**config.mk**
```make
export PLATFORM = sky130hd
export DESIGN_NAME = uart_bus_master
export DESIGN_NICKNAME = d
export VERILOG_FILES = /design/src/rtl/uart_bus_master.sv
export SDC_FILE = /design/constraint.sdc
export NUM_CORES = 1
export LEC_CHECK = 0
export ABC_AREA = 1
export BUFFER_PORTS_ARGS = -buffer_cell sky130_fd_sc_hd__buf_2
export CORE_MARGIN = 2
export CORE_UTILIZATION = 30
export CTS_BUF_LIST = sky130_fd_sc_hd__clkbuf_16
export CTS_CLUSTER_DIAMETER = 80
export DETAILED_ROUTE_END_ITERATION = 16
export HOLD_SLACK_MARGIN = 0.03
export PLACE_DENSITY = 0.51
export SYNTH_ARGS = -nofsm -noshare
export SYNTH_HDL_FRONTEND = slang
export SYNTH_SLANG_ARGS = --single-unit
```
**constraint.sdc**
```tcl
create_clock -name clk -period 5.4 [get_ports clk]
set_input_delay 0.54 -clock clk [delete_from_list [all_inputs] [get_ports clk]]
set_output_delay 0.54 -clock clk [all_outputs]
set_load 0.02 [all_outputs]
```
**src/rtl/uart_bus_master.sv**
```systemverilog
// UART-to-bus bridge: decodes 'W'/'R' command frames arriving on an 8N1 serial line,
// runs one 32-bit bus transfer as initiator, and answers with a short reply frame.
module uart_bus_master #(
    parameter int CLKS_PER_BIT = 434,
    parameter int BUS_TIMEOUT  = 1023,
    parameter int BYTE_TIMEOUT = 65535
) (
    input  logic        clk,
    input  logic        rst_n,
    input  logic        rx,
    output logic        tx,
    output logic [31:0] bus_addr,
    output logic [31:0] bus_w_data,
    output logic        bus_w_en,
    output logic        bus_r_en,
    input  logic [31:0] bus_r_data,
    input  logic        bus_ready,
    output logic        busy
);

    localparam int CW = $clog2(CLKS_PER_BIT);
    localparam int BW = $clog2(BUS_TIMEOUT + 1);
    localparam int GW = $clog2(BYTE_TIMEOUT + 1);
    localparam logic [CW-1:0] BIT_LAST  = CW'(CLKS_PER_BIT - 1);
    localparam logic [CW-1:0] HALF_LAST = CW'(CLKS_PER_BIT / 2 - 1);
    localparam logic [BW-1:0] BUS_LAST  = BW'(BUS_TIMEOUT - 1);
    localparam logic [GW-1:0] GAP_LIMIT = GW'(BYTE_TIMEOUT);

    typedef enum logic [1:0] {RX_IDLE, RX_START, RX_DATA, RX_STOP} rx_state_t;
    typedef enum logic [1:0] {TX_IDLE, TX_START, TX_DATA, TX_STOP} tx_state_t;
    typedef enum logic [2:0] {S_IDLE, S_ADDR, S_DATA, S_BUS, S_RESP} state_t;

    logic          rx_meta_q, rx_sync_q, rx_last_q;
    rx_state_t     rx_state_q, rx_state_d;
    logic [CW-1:0] rx_cnt_q, rx_cnt_d;
    logic [2:0]    rx_bit_q, rx_bit_d;
    logic [7:0]    rx_shift_q, rx_shift_d;
    logic          rx_valid;

    tx_state_t     tx_state_q, tx_state_d;
    logic [CW-1:0] tx_cnt_q, tx_cnt_d;
    logic [2:0]    tx_bit_q, tx_bit_d;
    logic [7:0]    tx_shift_q, tx_shift_d;
    logic          tx_q, tx_d;
    logic          tx_ready, tx_load;

    state_t        state_q, state_d;
    logic          is_write_q, is_write_d;
    logic [1:0]    byte_idx_q, byte_idx_d;
    logic [31:0]   addr_q, addr_d;
    logic [31:0]   wdata_q, wdata_d;
    logic          w_en_q, w_en_d;
    logic          r_en_q, r_en_d;
    logic [BW-1:0] bus_cnt_q, bus_cnt_d;
    logic [GW-1:0] gap_cnt_q, gap_cnt_d;
    logic [39:0]   resp_buf_q, resp_buf_d;
    logic [2:0]    resp_cnt_q, resp_cnt_d;

    always_ff @(posedge clk or negedge rst_n) begin
        if (!rst_n) begin
            rx_meta_q  <= 1'b1;
            rx_sync_q  <= 1'b1;
            rx_last_q  <= 1'b1;
            rx_state_q <= RX_IDLE;
            rx_cnt_q   <= '0;
            rx_bit_q   <= '0;
            rx_shift_q <= '0;
            tx_state_q <= TX_IDLE;
            tx_cnt_q   <= '0;
            tx_bit_q   <= '0;
            tx_shift_q <= '0;
            tx_q       <= 1'b1;
            state_q    <= S_IDLE;
            is_write_q <= 1'b0;
            byte_idx_q <= '0;
            addr_q     <= '0;
            wdata_q    <= '0;
            w_en_q     <= 1'b0;
            r_en_q     <= 1'b0;
            bus_cnt_q  <= '0;
            gap_cnt_q  <= '0;
            resp_buf_q <= '0;
            resp_cnt_q <= '0;
        end else begin
            rx_meta_q  <= rx;
            rx_sync_q  <= rx_meta_q;
            rx_last_q  <= rx_sync_q;
            rx_state_q <= rx_state_d;
            rx_cnt_q   <= rx_cnt_d;
            rx_bit_q   <= rx_bit_d;
            rx_shift_q <= rx_shift_d;
            tx_state_q <= tx_state_d;
            tx_cnt_q   <= tx_cnt_d;
            tx_bit_q   <= tx_bit_d;
            tx_shift_q <= tx_shift_d;
            tx_q       <= tx_d;
            state_q    <= state_d;
            is_write_q <= is_write_d;
            byte_idx_q <= byte_idx_d;
            addr_q     <= addr_d;
            wdata_q    <= wdata_d;
            w_en_q     <= w_en_d;
            r_en_q     <= r_en_d;
            bus_cnt_q  <= bus_cnt_d;
            gap_cnt_q  <= gap_cnt_d;
            resp_buf_q <= resp_buf_d;
            resp_cnt_q <= resp_cnt_d;
        end
    end

    // Start needs a real falling edge, so a line held low after a framing error is not re-read as a start bit.
    always_comb begin
        rx_state_d = rx_state_q;
        rx_cnt_d   = rx_cnt_q;
        rx_bit_d   = rx_bit_q;
        rx_shift_d = rx_shift_q;
        rx_valid   = 1'b0;
        case (rx_state_q)
            RX_IDLE: begin
                if (!rx_sync_q && rx_last_q) begin
                    rx_state_d = RX_START;
                    rx_cnt_d   = '0;
                end
            end
            RX_START: begin
                if (rx_cnt_q == HALF_LAST) begin
                    rx_cnt_d   = '0;
                    rx_bit_d   = '0;
                    rx_state_d = rx_sync_q ? RX_IDLE : RX_DATA;
                end else begin
                    rx_cnt_d = rx_cnt_q + CW'(1);
                end
            end
            RX_DATA: begin
                if (rx_cnt_q == BIT_LAST) begin
                    rx_cnt_d   = '0;
                    rx_shift_d = {rx_sync_q, rx_shift_q[7:1]};
                    rx_bit_d   = rx_bit_q + 3'd1;
                    if (rx_bit_q == 3'd7) begin
                        rx_state_d = RX_STOP;
                    end
                end else begin
                    rx_cnt_d = rx_cnt_q + CW'(1);
                end
            end
            RX_STOP: begin
                if (rx_cnt_q == BIT_LAST) begin
                    rx_state_d = RX_IDLE;
                    rx_valid   = rx_sync_q;
                end else begin
                    rx_cnt_d = rx_cnt_q + CW'(1);
                end
            end
        endcase
    end

    // A new byte may be loaded in the final stop-bit cycle so reply bytes go out back-to-back.
    assign tx_ready = (tx_state_q == TX_IDLE) ||
                      (tx_state_q == TX_STOP && tx_cnt_q == BIT_LAST);

    always_comb begin
        tx_state_d = tx_state_q;
        tx_cnt_d   = tx_cnt_q;
        tx_bit_d   = tx_bit_q;
        tx_shift_d = tx_shift_q;
        case (tx_state_q)
            TX_IDLE: begin
                if (tx_load) begin
                    tx_state_d = TX_START;
                    tx_cnt_d   = '0;
                    tx_shift_d = resp_buf_q[39:32];
                end
            end
            TX_START: begin
                if (tx_cnt_q == BIT_LAST) begin
                    tx_state_d = TX_DATA;
                    tx_cnt_d   = '0;
                    tx_bit_d   = '0;
                end else begin
                    tx_cnt_d = tx_cnt_q + CW'(1);
                end
            end
            TX_DATA: begin
                if (tx_cnt_q == BIT_LAST) begin
                    tx_cnt_d   = '0;
                    tx_shift_d = {1'b0, tx_shift_q[7:1]};
                    tx_bit_d   = tx_bit_q + 3'd1;
                    if (tx_bit_q == 3'd7) begin
                        tx_state_d = TX_STOP;
                    end
                end else begin
                    tx_cnt_d = tx_cnt_q + CW'(1);
                end
            end
            TX_STOP: begin
                if (tx_cnt_q == BIT_LAST) begin
                    tx_cnt_d = '0;
                    if (tx_load) begin
                        tx_state_d = TX_START;
                        tx_shift_d = resp_buf_q[39:32];
                    end else begin
                        tx_state_d = TX_IDLE;
                    end
                end else begin
                    tx_cnt_d = tx_cnt_q + CW'(1);
                end
            end
        endcase
        tx_d = 1'b1;
        if (tx_state_d == TX_START) begin
            tx_d = 1'b0;
        end else if (tx_state_d == TX_DATA) begin
            tx_d = tx_shift_d[0];
        end
    end

    always_comb begin
        state_d    = state_q;
        is_write_d = is_write_q;
        byte_idx_d = byte_idx_q;
        addr_d     = addr_q;
        wdata_d    = wdata_q;
        w_en_d     = w_en_q;
        r_en_d     = r_en_q;
        bus_cnt_d  = bus_cnt_q;
        gap_cnt_d  = '0;
        resp_buf_d = resp_buf_q;
        resp_cnt_d = resp_cnt_q;
        tx_load    = 1'b0;

        // Gap only accumulates while the receiver is fully idle inside a partial frame.
        if ((state_q == S_ADDR || state_q == S_DATA) && !rx_valid && rx_state_q == RX_IDLE) begin
            gap_cnt_d = (gap_cnt_q == GAP_LIMIT) ? gap_cnt_q : gap_cnt_q + GW'(1);
        end

        if (resp_cnt_q != 3'd0 && tx_ready) begin
            tx_load    = 1'b1;
            resp_buf_d = {resp_buf_q[31:0], 8'h00};
            resp_cnt_d = resp_cnt_q - 3'd1;
        end

        case (state_q)
            S_IDLE: begin
                if (rx_valid) begin
                    byte_idx_d = '0;
                    if (rx_shift_q == 8'h57) begin
                        is_write_d = 1'b1;
                        state_d    = S_ADDR;
                    end else if (rx_shift_q == 8'h52) begin
                        is_write_d = 1'b0;
                        state_d    = S_ADDR;
                    end else begin
                        resp_buf_d = {8'h3F, 32'h0};
                        resp_cnt_d = 3'd1;
                    end
                end
            end
            S_ADDR: begin
                if (rx_valid) begin
                    addr_d     = {addr_q[23:0], rx_shift_q};
                    byte_idx_d = byte_idx_q + 2'd1;
                    if (byte_idx_q == 2'd3) begin
                        bus_cnt_d = '0;
                        if (is_write_q) begin
                            state_d = S_DATA;
                        end else begin
                            state_d = S_BUS;
                            r_en_d  = 1'b1;
                        end
                    end
                end else if (gap_cnt_q == GAP_LIMIT) begin
                    state_d = S_IDLE;
                end
            end
            S_DATA: begin
                if (rx_valid) begin
                    wdata_d    = {wdata_q[23:0], rx_shift_q};
                    byte_idx_d = byte_idx_q + 2'd1;
                    if (byte_idx_q == 2'd3) begin
                        state_d   = S_BUS;
                        w_en_d    = 1'b1;
                        bus_cnt_d = '0;
                    end
                end else if (gap_cnt_q == GAP_LIMIT) begin
                    state_d = S_IDLE;
                end
            end
            S_BUS: begin
                if (bus_ready) begin
                    w_en_d     = 1'b0;
                    r_en_d     = 1'b0;
                    state_d    = S_RESP;
                    resp_buf_d = is_write_q ? {8'h4B, 32'h0} : {8'h4B, bus_r_data};
                    resp_cnt_d = is_write_q ? 3'd1 : 3'd5;
                end else if (bus_cnt_q == BUS_LAST) begin
                    w_en_d     = 1'b0;
                    r_en_d     = 1'b0;
                    state_d    = S_RESP;
                    resp_buf_d = {8'h45, 32'h0};
                    resp_cnt_d = 3'd1;
                end else begin
                    bus_cnt_d = bus_cnt_q + BW'(1);
                end
            end
            S_RESP: begin
                if (resp_cnt_q == 3'd0 && tx_state_q == TX_IDLE) begin
                    state_d = S_IDLE;
                end
            end
            default: state_d = S_IDLE;
        endcase
    end

    assign tx         = tx_q;
    assign bus_addr   = addr_q;
    assign bus_w_data = wdata_q;
    assign bus_w_en   = w_en_q;
    assign bus_r_en   = r_en_q;
    assign busy       = (state_q != S_IDLE) || (resp_cnt_q != 3'd0) || (tx_state_q != TX_IDLE);

endmodule
```
==> key figures, run 1 <==
Synthesis
  • Post-Syn Instances: 983
  • Synth Cell Area: 0.00887 mm2
  • Synth async-reset ratio: 100%
  • Most used DFF post-synth: dfrtp_1
  • Simple-gate area share of the yosys netlist: 20.7%
  • Main combinational cell family by area after synthesis: simple AND/OR/NAND/NOR gates
  • Synth Area in Compound Gates: 11.5%
  • Mux contribution to synthesized area: 4.18%
  • Yosys cell types: 46
  • Synth Area in Adders: 2.12%
  • Yosys Warn Count: 0
  • Yosys reg bits: 189
  • XOR/XNOR share of the synthesized area: 1.68%
  • Mapped Nets: 1,034
  • EDFF count, synth: 0
  • Syn avg cell area: 9.02 um2
  • Register area share after synthesis: 53.4%

Final layout
  • Area grow syn2layout: 16.4%
  • Ant. Diodes: 0
  • Post-layout net count: 1,131
  • Fraction of layout cells with a size suffix above 1: 18.3%
  • Fin util: 35.7%
  • Commonest non-fill, non-tap cell in the layout: nand2_1
  • Commonest cells after routing, fill and taps aside: 282 x nand2_1, 185 x dfrtp_1, 102 x buf_2

Drt
  • Via Count: 6,629
  • Routed wire per std cell: 12.8 um
  • # DRC: 0
  • Drt initial violations: 487
  • DRT Wirelength: 18,900 um
  • Post-route ant nets: 0
  • Pre-antenna DRT Iters: 5
  • Vias/cell: 4.49

Timing
  • Final Hold Viols: 0
  • Worst slew pin tran: 829 ps
  • Final setup TNS: 0 ps
  • RSZ-0062 raised after global routing: false
  • Clock skew: 15.6 ps
  • Fmax: 368 MHz
  • Final period util: 50.3%
  • Relative slew slack: 44.7%
  • # setup viols final: 0
  • Fin. max-slew vios: 0
  • Tmin final: 2720 ps
  • Worst setup margin: 2680 ps

Floorplanning
  • Die Area: 0.0309 mm2
  • Rows: 62
  • Io pins: 104
  • Die span in x: 176 um
  • Initial Util: 30.6%
  • Die height: 176 um
  • Core Box Area: 0.0289 mm2

Placement
  • Detail Placement HPWL: 12,900 um
  • Port buffer count: 103
  • GPL Wtd Cong: 0.811
  • Dpl ws: 2640 ps

CTS
  • CTS tree: yes
  • Post-CTS resize count: 0
  • Clock Sinks: 189
  • Root buf cell: clkbuf_16
  • Clock slew at reported path FFs: 90 ps
  • Clock insertion delay at the later pin of the skew report: 440 ps
  • H-tree levels: 4
  • Post-CTS Hold Buffers: 0
  • Max clock buf depth: 2
  • Cts bufs inserted: 17
  • Setup bufs post-CTS: 0

GRT
  • Vias in the first global route: 6,263
  • First-pass GRT wire length: 31,800 um
  • Tot GR Track Use: 12.7%
  • Initial antenna violation count: 0
  • Grt ovf: 0
  • Largest net degree at the start of global routing: 100

Min path
  • Hold Path Class: primary input to async pin

Status
  • Outcome: finished clean

Critical path
  • CP required: 5730 ps
  • Cell chain of the critical path: inv_1, ha_1, nand2_1, nor2_1, nand2_4, nand2_4, nand3_4, inv_2, nand3_1, a31o_2
  • Setup crit start kind: flip-flop
  • CP Capture Type: flip-flop
  • Cell repeated most along the worst path: nand2_4
  • Critical path class: flip-flop to flip-flop
  • Arr. time, crit path: 3040 ps
  • CP max stage delay: 650 ps
  • Crit Path Max Fanout: 44
  • Max stage delay cell, worst path: inv_2

Power and ir drop
  • Cell Pwr Density: 280 mW/mm2
  • Static Leak: 5.25 nW
  • Maximum VDD drop: 0.209 mV

Job
  • Max Cap Violations: 0
## cell families after synthesis
kind of cell | Yosys count
compound gates | 180
fa+ha+maj | 15
mux | 25
xor+xnor | 17
buf+inv | 133
flops | 189
simple gates | 424
## state kept, by name, indices dropped and copies added (netlist names), 2 cells and up, named ones only
| name | cells |
|---|---|
| tx_bit_q | 3 |
| tx_state_q | 2 |
| rx_bit_q | 3 |
| byte_idx_q | 2 |
| gap_cnt_q | 16 |
| resp_cnt_q | 3 |
| bus_w_data | 32 |
| tx_shift_q | 8 |
| tx_cnt_q | 9 |
| state_q | 3 |
| rx_shift_q | 8 |
| bus_addr | 32 |
| rx_cnt_q | 9 |
| bus_cnt_q | 10 |
| resp_buf_q | 40 |
## cell usage after synthesis, types with 12 or more instances
master | instances | area, um2
nor2_1 | 55 | 206
xor2_1 | 12 | 105
o31ai_1 | 12 | 90.1
a21oi_1 | 23 | 115
nand2_1 | 282 | 1060
o21ai_1 | 14 | 70.1
ha_1 | 15 | 188
mux2_4 | 24 | 360
nand3_1 | 37 | 185
inv_1 | 98 | 368
dfrtp_1 | 185 | 4630
o21ai_0 | 98 | 490
## stage by stage
stage	instances	power, mW	area (um2)	hold WS (ps)
6_report	1477	2.89	10300	184
5_1_grt	1477	3.04	10300	181
4_1_cts	1477	2.95	10300	187
3_5_place_dp	1445	1.67	9720	356
3_3_place_gp	1445	1.67	9720	346
2_1_floorplan	983	1.59	8870	244
## worst max-delay path, delay by kind of cell, from the launching register on
family	cells	cell delay, ps
DFF	1	400
adders and majority gates	1	140
buffers and inverters	2	730
AOI/OAI and AO/OA	1	280
and+or+nand+nor	6	1060
## where the power goes
| part | total (mW) | internal (mW) | switching [mW] |
|---|---|---|---|
| registers | 1.46 | 1.43 | 0.0238 |
| logic | 0.181 | 0.0534 | 0.127 |
| clock network | 1.25 | 0.625 | 0.629 |
## layer usage
| layer | share of wire [%] | routed length [um] | global-route usage (%) |
|---|---|---|---|
| met2 | 42 | 7930 | 19.0 |
| met1 | 53 | 10100 | 18.6 |
| met4 | 1.1 | 213 | 3.65 |
| met5 | 0 | 0 | 0 |
| met3 | 3.5 | 666 | 2.27 |
## path summary, 6_finish.rpt
kind	startpoint	end	slack (ps)	depth (start not counted)
min reg2reg	rx_meta_q$_DFF_PN1_	rx_sync_q$_DFF_PN1_	360	0
max in group asynchronous	rst_n	gap_cnt_q[5]$_DFFE_PN0P_	4030	2
max reg2reg	tx_cnt_q[1]$_DFFE_PN0P_	resp_cnt_q[2]$_DFF_PN0_	2680	10
min	rst_n	resp_buf_q[21]$_DFF_PN0_	180	1
min in group clk	rx	rx_meta_q$_DFF_PN1_	210	1
max	tx_cnt_q[1]$_DFFE_PN0P_	resp_cnt_q[2]$_DFF_PN0_	2680	10
## area by class of cell
cell class / count / area [um2]
fill: 3006 / 18600
clock buffer: 17 / 425
multi-input combinational: 661 / 3560
tap: 384 / 480
clock inverter: 15 / 174
sequential: 189 / 4730
timing repair buffer: 106 / 547
inverter: 105 / 399
Note: power is estimated with default switching activity, not from simulation.
==> inputs of run 2 (changes only) <==
--- a/config.mk
+++ b/config.mk
@@ -13,7 +13,7 @@
 export CTS_CLUSTER_DIAMETER = 80
 export DETAILED_ROUTE_END_ITERATION = 16
 export HOLD_SLACK_MARGIN = 0.03
-export PLACE_DENSITY = 0.51
+export PLACE_DENSITY = 0.52
 export SYNTH_ARGS = -nofsm -noshare
 export SYNTH_HDL_FRONTEND = slang
 export SYNTH_SLANG_ARGS = --single-unit
==> constraint.sdc (replaced) <==
create_clock -name clk -period 2.2 [get_ports clk]
set_input_delay 0.22 -clock clk [delete_from_list [all_inputs] [get_ports clk]]
set_output_delay 0.22 -clock clk [all_outputs]
set_load 0.02 [all_outputs]
==> run 2 against run 1 <==
  * First-iteration DRC count decreased by 11%
  * Sequential power is 150% higher
  * Critical endpoint is now bus_addr[23]$_DFFE_PN0N_
  * Clock skew up 5.0 ps
==> key figures, run 2 (same netlist as run 1, synthesis figures left out) <==
Floorplanning
  • Io pins: 104 (unchanged)
  • Die height: 176 um (unchanged)
  • Rows: 62 (unchanged)
  • Core Box Area: 0.0289 mm2 (unchanged)
  • Die Area: 0.0309 mm2 (unchanged)
  • Die span in x: 176 um (unchanged)
  • Initial Util: 30.6% (unchanged)

Drt
  • DRT Wirelength: 19,900 um (+5.2%)
  • Drt initial violations: 432 (-11%)
  • Pre-antenna DRT Iters: 5 (unchanged)
  • Vias/cell: 4.53 (+0.99%)
  • # DRC: 0 (unchanged)
  • Routed wire per std cell: 13.0 um (+1.5%)
  • Post-route ant nets: 0 (unchanged)
  • Via Count: 6,944 (+4.8%)

Critical path
  • Critical path origin: rx_cnt_q[1]$_DFFE_PN0P_
  • Sum of buffers and inverters on the critical path: 4 (+2)
  • Critical path class: flip-flop to flip-flop
  • CP max stage delay: 390 ps (-260 ps)
  • Max stage delay cell, worst path: dfrtp_1
  • CP Capture Type: flip-flop
  • Cell chain of the critical path: inv_1, ha_1, nand2_1, nor3_2, nand2_2, clkinv_2, nand3_4, clkinv_2, nand2_4, buf_12, mux2_4
  • Worst flop-to-flop path startpoint: rx_cnt_q[1]$_DFFE_PN0P_
  • Cell repeated most along the worst path: clkinv_2
  • Crit Path Max Fanout: 11 (-75%)
  • CP top delay family: simple AND/OR/NAND/NOR gates
  • CP required: 2520 ps (-3210 ps)
  • Setup crit start kind: flip-flop
  • Arr. time, crit path: 2360 ps (-680 ps)

Final layout
  • Layout filler cell count: 2,919 (-2.9%)
  • Largest Register: resp_buf_q
  • Commonest non-fill, non-tap cell in the layout: nand2_1
  • Fin util: 37.6% (+2.0 points)
  • Post-Layout Cell Count: 1,532 (+3.7%)
  • Fraction of layout cells with a size suffix above 1: 19.7% (+1.4 points)
  • Area grow syn2layout: 22.8%
  • Ant. Diodes: 0 (unchanged)
  • Post-layout net count: 1,186 (+4.9%)
  • Max FFs per register: 40 (unchanged)
  • Commonest cells after routing, fill and taps aside: 281 x nand2_1, 185 x dfrtp_1, 102 x buf_2

Timing
  • Worst slew pin tran: 658 ps (-172 ps)
  • Fmax: 490 MHz (+33%)
  • Relative slew slack: 56.1% (+11 points)
  • Final Hold Viols: 0 (unchanged)
  • RSZ-0062 raised after global routing: true
  • Fin. max-slew vios: 0 (unchanged)
  • Final period util: 92.8% (+43 points)
  • # setup viols final: 0 (unchanged)
  • Clock skew: 20.6 ps (+4.99 ps)
  • Tmin final: 2040 ps (-674 ps)

GRT
  • Largest net degree at the start of global routing: 59 (-41%)
  • First-pass GRT wire length: 33,400 um (+4.9%)
  • Tot GR Track Use: 13.3% (+0.60 points)
  • Grt ovf: 0 (unchanged)
  • Initial antenna violation count: 0 (unchanged)
  • Vias in the first global route: 6,647 (+6.1%)

Placement
  • Port buffer count: 103 (unchanged)
  • Dpl cells: 1,467 (+1.5%)
  • GPL Wtd Cong: 0.793 (-2.3%)
  • Detail Placement HPWL: 13,700 um (+6.5%)

Status
  • Outcome: finished clean

CTS
  • Setup bufs post-CTS: 0 (unchanged)
  • Clock insertion delay at the later pin of the skew report: 440 ps (about the same)
  • Root buf cell: clkbuf_16
  • Cts bufs inserted: 17 (unchanged)
  • Clock slew at reported path FFs: 70 ps (-20 ps)
  • Max clock buf depth: 2 (unchanged)
  • H-tree levels: 4 (unchanged)
  • CTS tree: yes
  • Clock Sinks: 189 (unchanged)

Min path
  • Hold_sp: bus_r_data[28]
  • Hold Path Class: primary input to flip-flop

Power and ir drop
  • Cell Pwr Density: 662 mW/mm2 (+140%)
  • Maximum VDD drop: 0.462 mV (+120%)
  • Static Leak: 5.52 nW (+5.1%)

Job
  • Max Cap Violations: 0 (unchanged)
## run 2: changes by cell type in the layout (fill, tap and decap cells not counted), moves of 2 or more
cell and delta:
dlygate4sd3_1 +33, buf_4 +17, buf_12 +5, clkinv_4 -2, inv_1 -2
## run 2: repair_timing
| action | 4_1_cts | 5_1_grt |
|---|---|---|
| hold buffers | 33 | 0 |
| gates resized for setup | 1 | 2 |
| endpoints found under the hold margin | 82 | 0 |
| endpoints found under the setup margin | 1 | 3 |
## run 2: routing by layer
metal	global-route usage (%)	up-vias	wire, um
li1	-	3517	-
met1	18.6	3297	10100
met2	20.9	118	8910
met3	2.27	12	659
met4	4.30	0	252
met5	0	-	0
## run 2: layout make-up
class,count,area (um2),area share (%)
Clock buffer,17,425,3.91
Clock inverter,15,183,1.68
Inverter,105,399,3.66
Multi-Input combinational cell,661,3570,32.7
Sequential cell,189,4730,43.5
Tap cell,384,480,4.41
Timing Repair Buffer,161,1100,10.1
## run 2: tightest hold or removal path, delay by kind of cell
| family | cells | cell delay [ps] |
|---|---|---|
| and+or+nand+nor | 1 | 50 |
| AOI/OAI and AO/OA | 1 | 50 |
| buffers and inverters | 1 | 100 |
## run 2: per-stage QoR
| stage | hold WS [ps] | worst slack [ps] | total power, mW | TNS [ps] | area, um2 |
|---|---|---|---|---|---|
| floorplan | -75.6 | 425 | 3.91 | 0 | 8870 |
| global placement | 246 | 204 | 4.11 | 0 | 9950 |
| detailed placement | 251 | 164 | 4.12 | 0 | 9950 |
| CTS | 30.7 | 46.8 | 7.35 | 0 | 10900 |
| global route | 41.6 | -5.34 | 7.58 | -5.34 | 10900 |
| finish | 40.1 | 159 | 7.21 | 0 | 10900 |
## run 2: worst paths after layout
path / to / slack, ps / depth (start not counted)
worst min register to register: rx_sync_q$_DFF_PN1_ / 360 / 0
worst max register to register: bus_addr[23]$_DFFE_PN0N_ / 160 / 11
min in group asynchronous: resp_buf_q[19]$_DFF_PN0_ / 330 / 2
worst min-delay path: resp_buf_q[28]$_DFF_PN0_ / 40 / 3
worst max-delay path: bus_addr[23]$_DFFE_PN0N_ / 160 / 11
max in group asynchronous: bus_addr[0]$_DFFE_PN0N_ / 1160 / 3
## run 2: report_power, final
part	internal, mW	switching, mW
clock network	1.55	1.57
registers	3.52	0.0584
logic	0.181	0.331
total	5.25	1.96
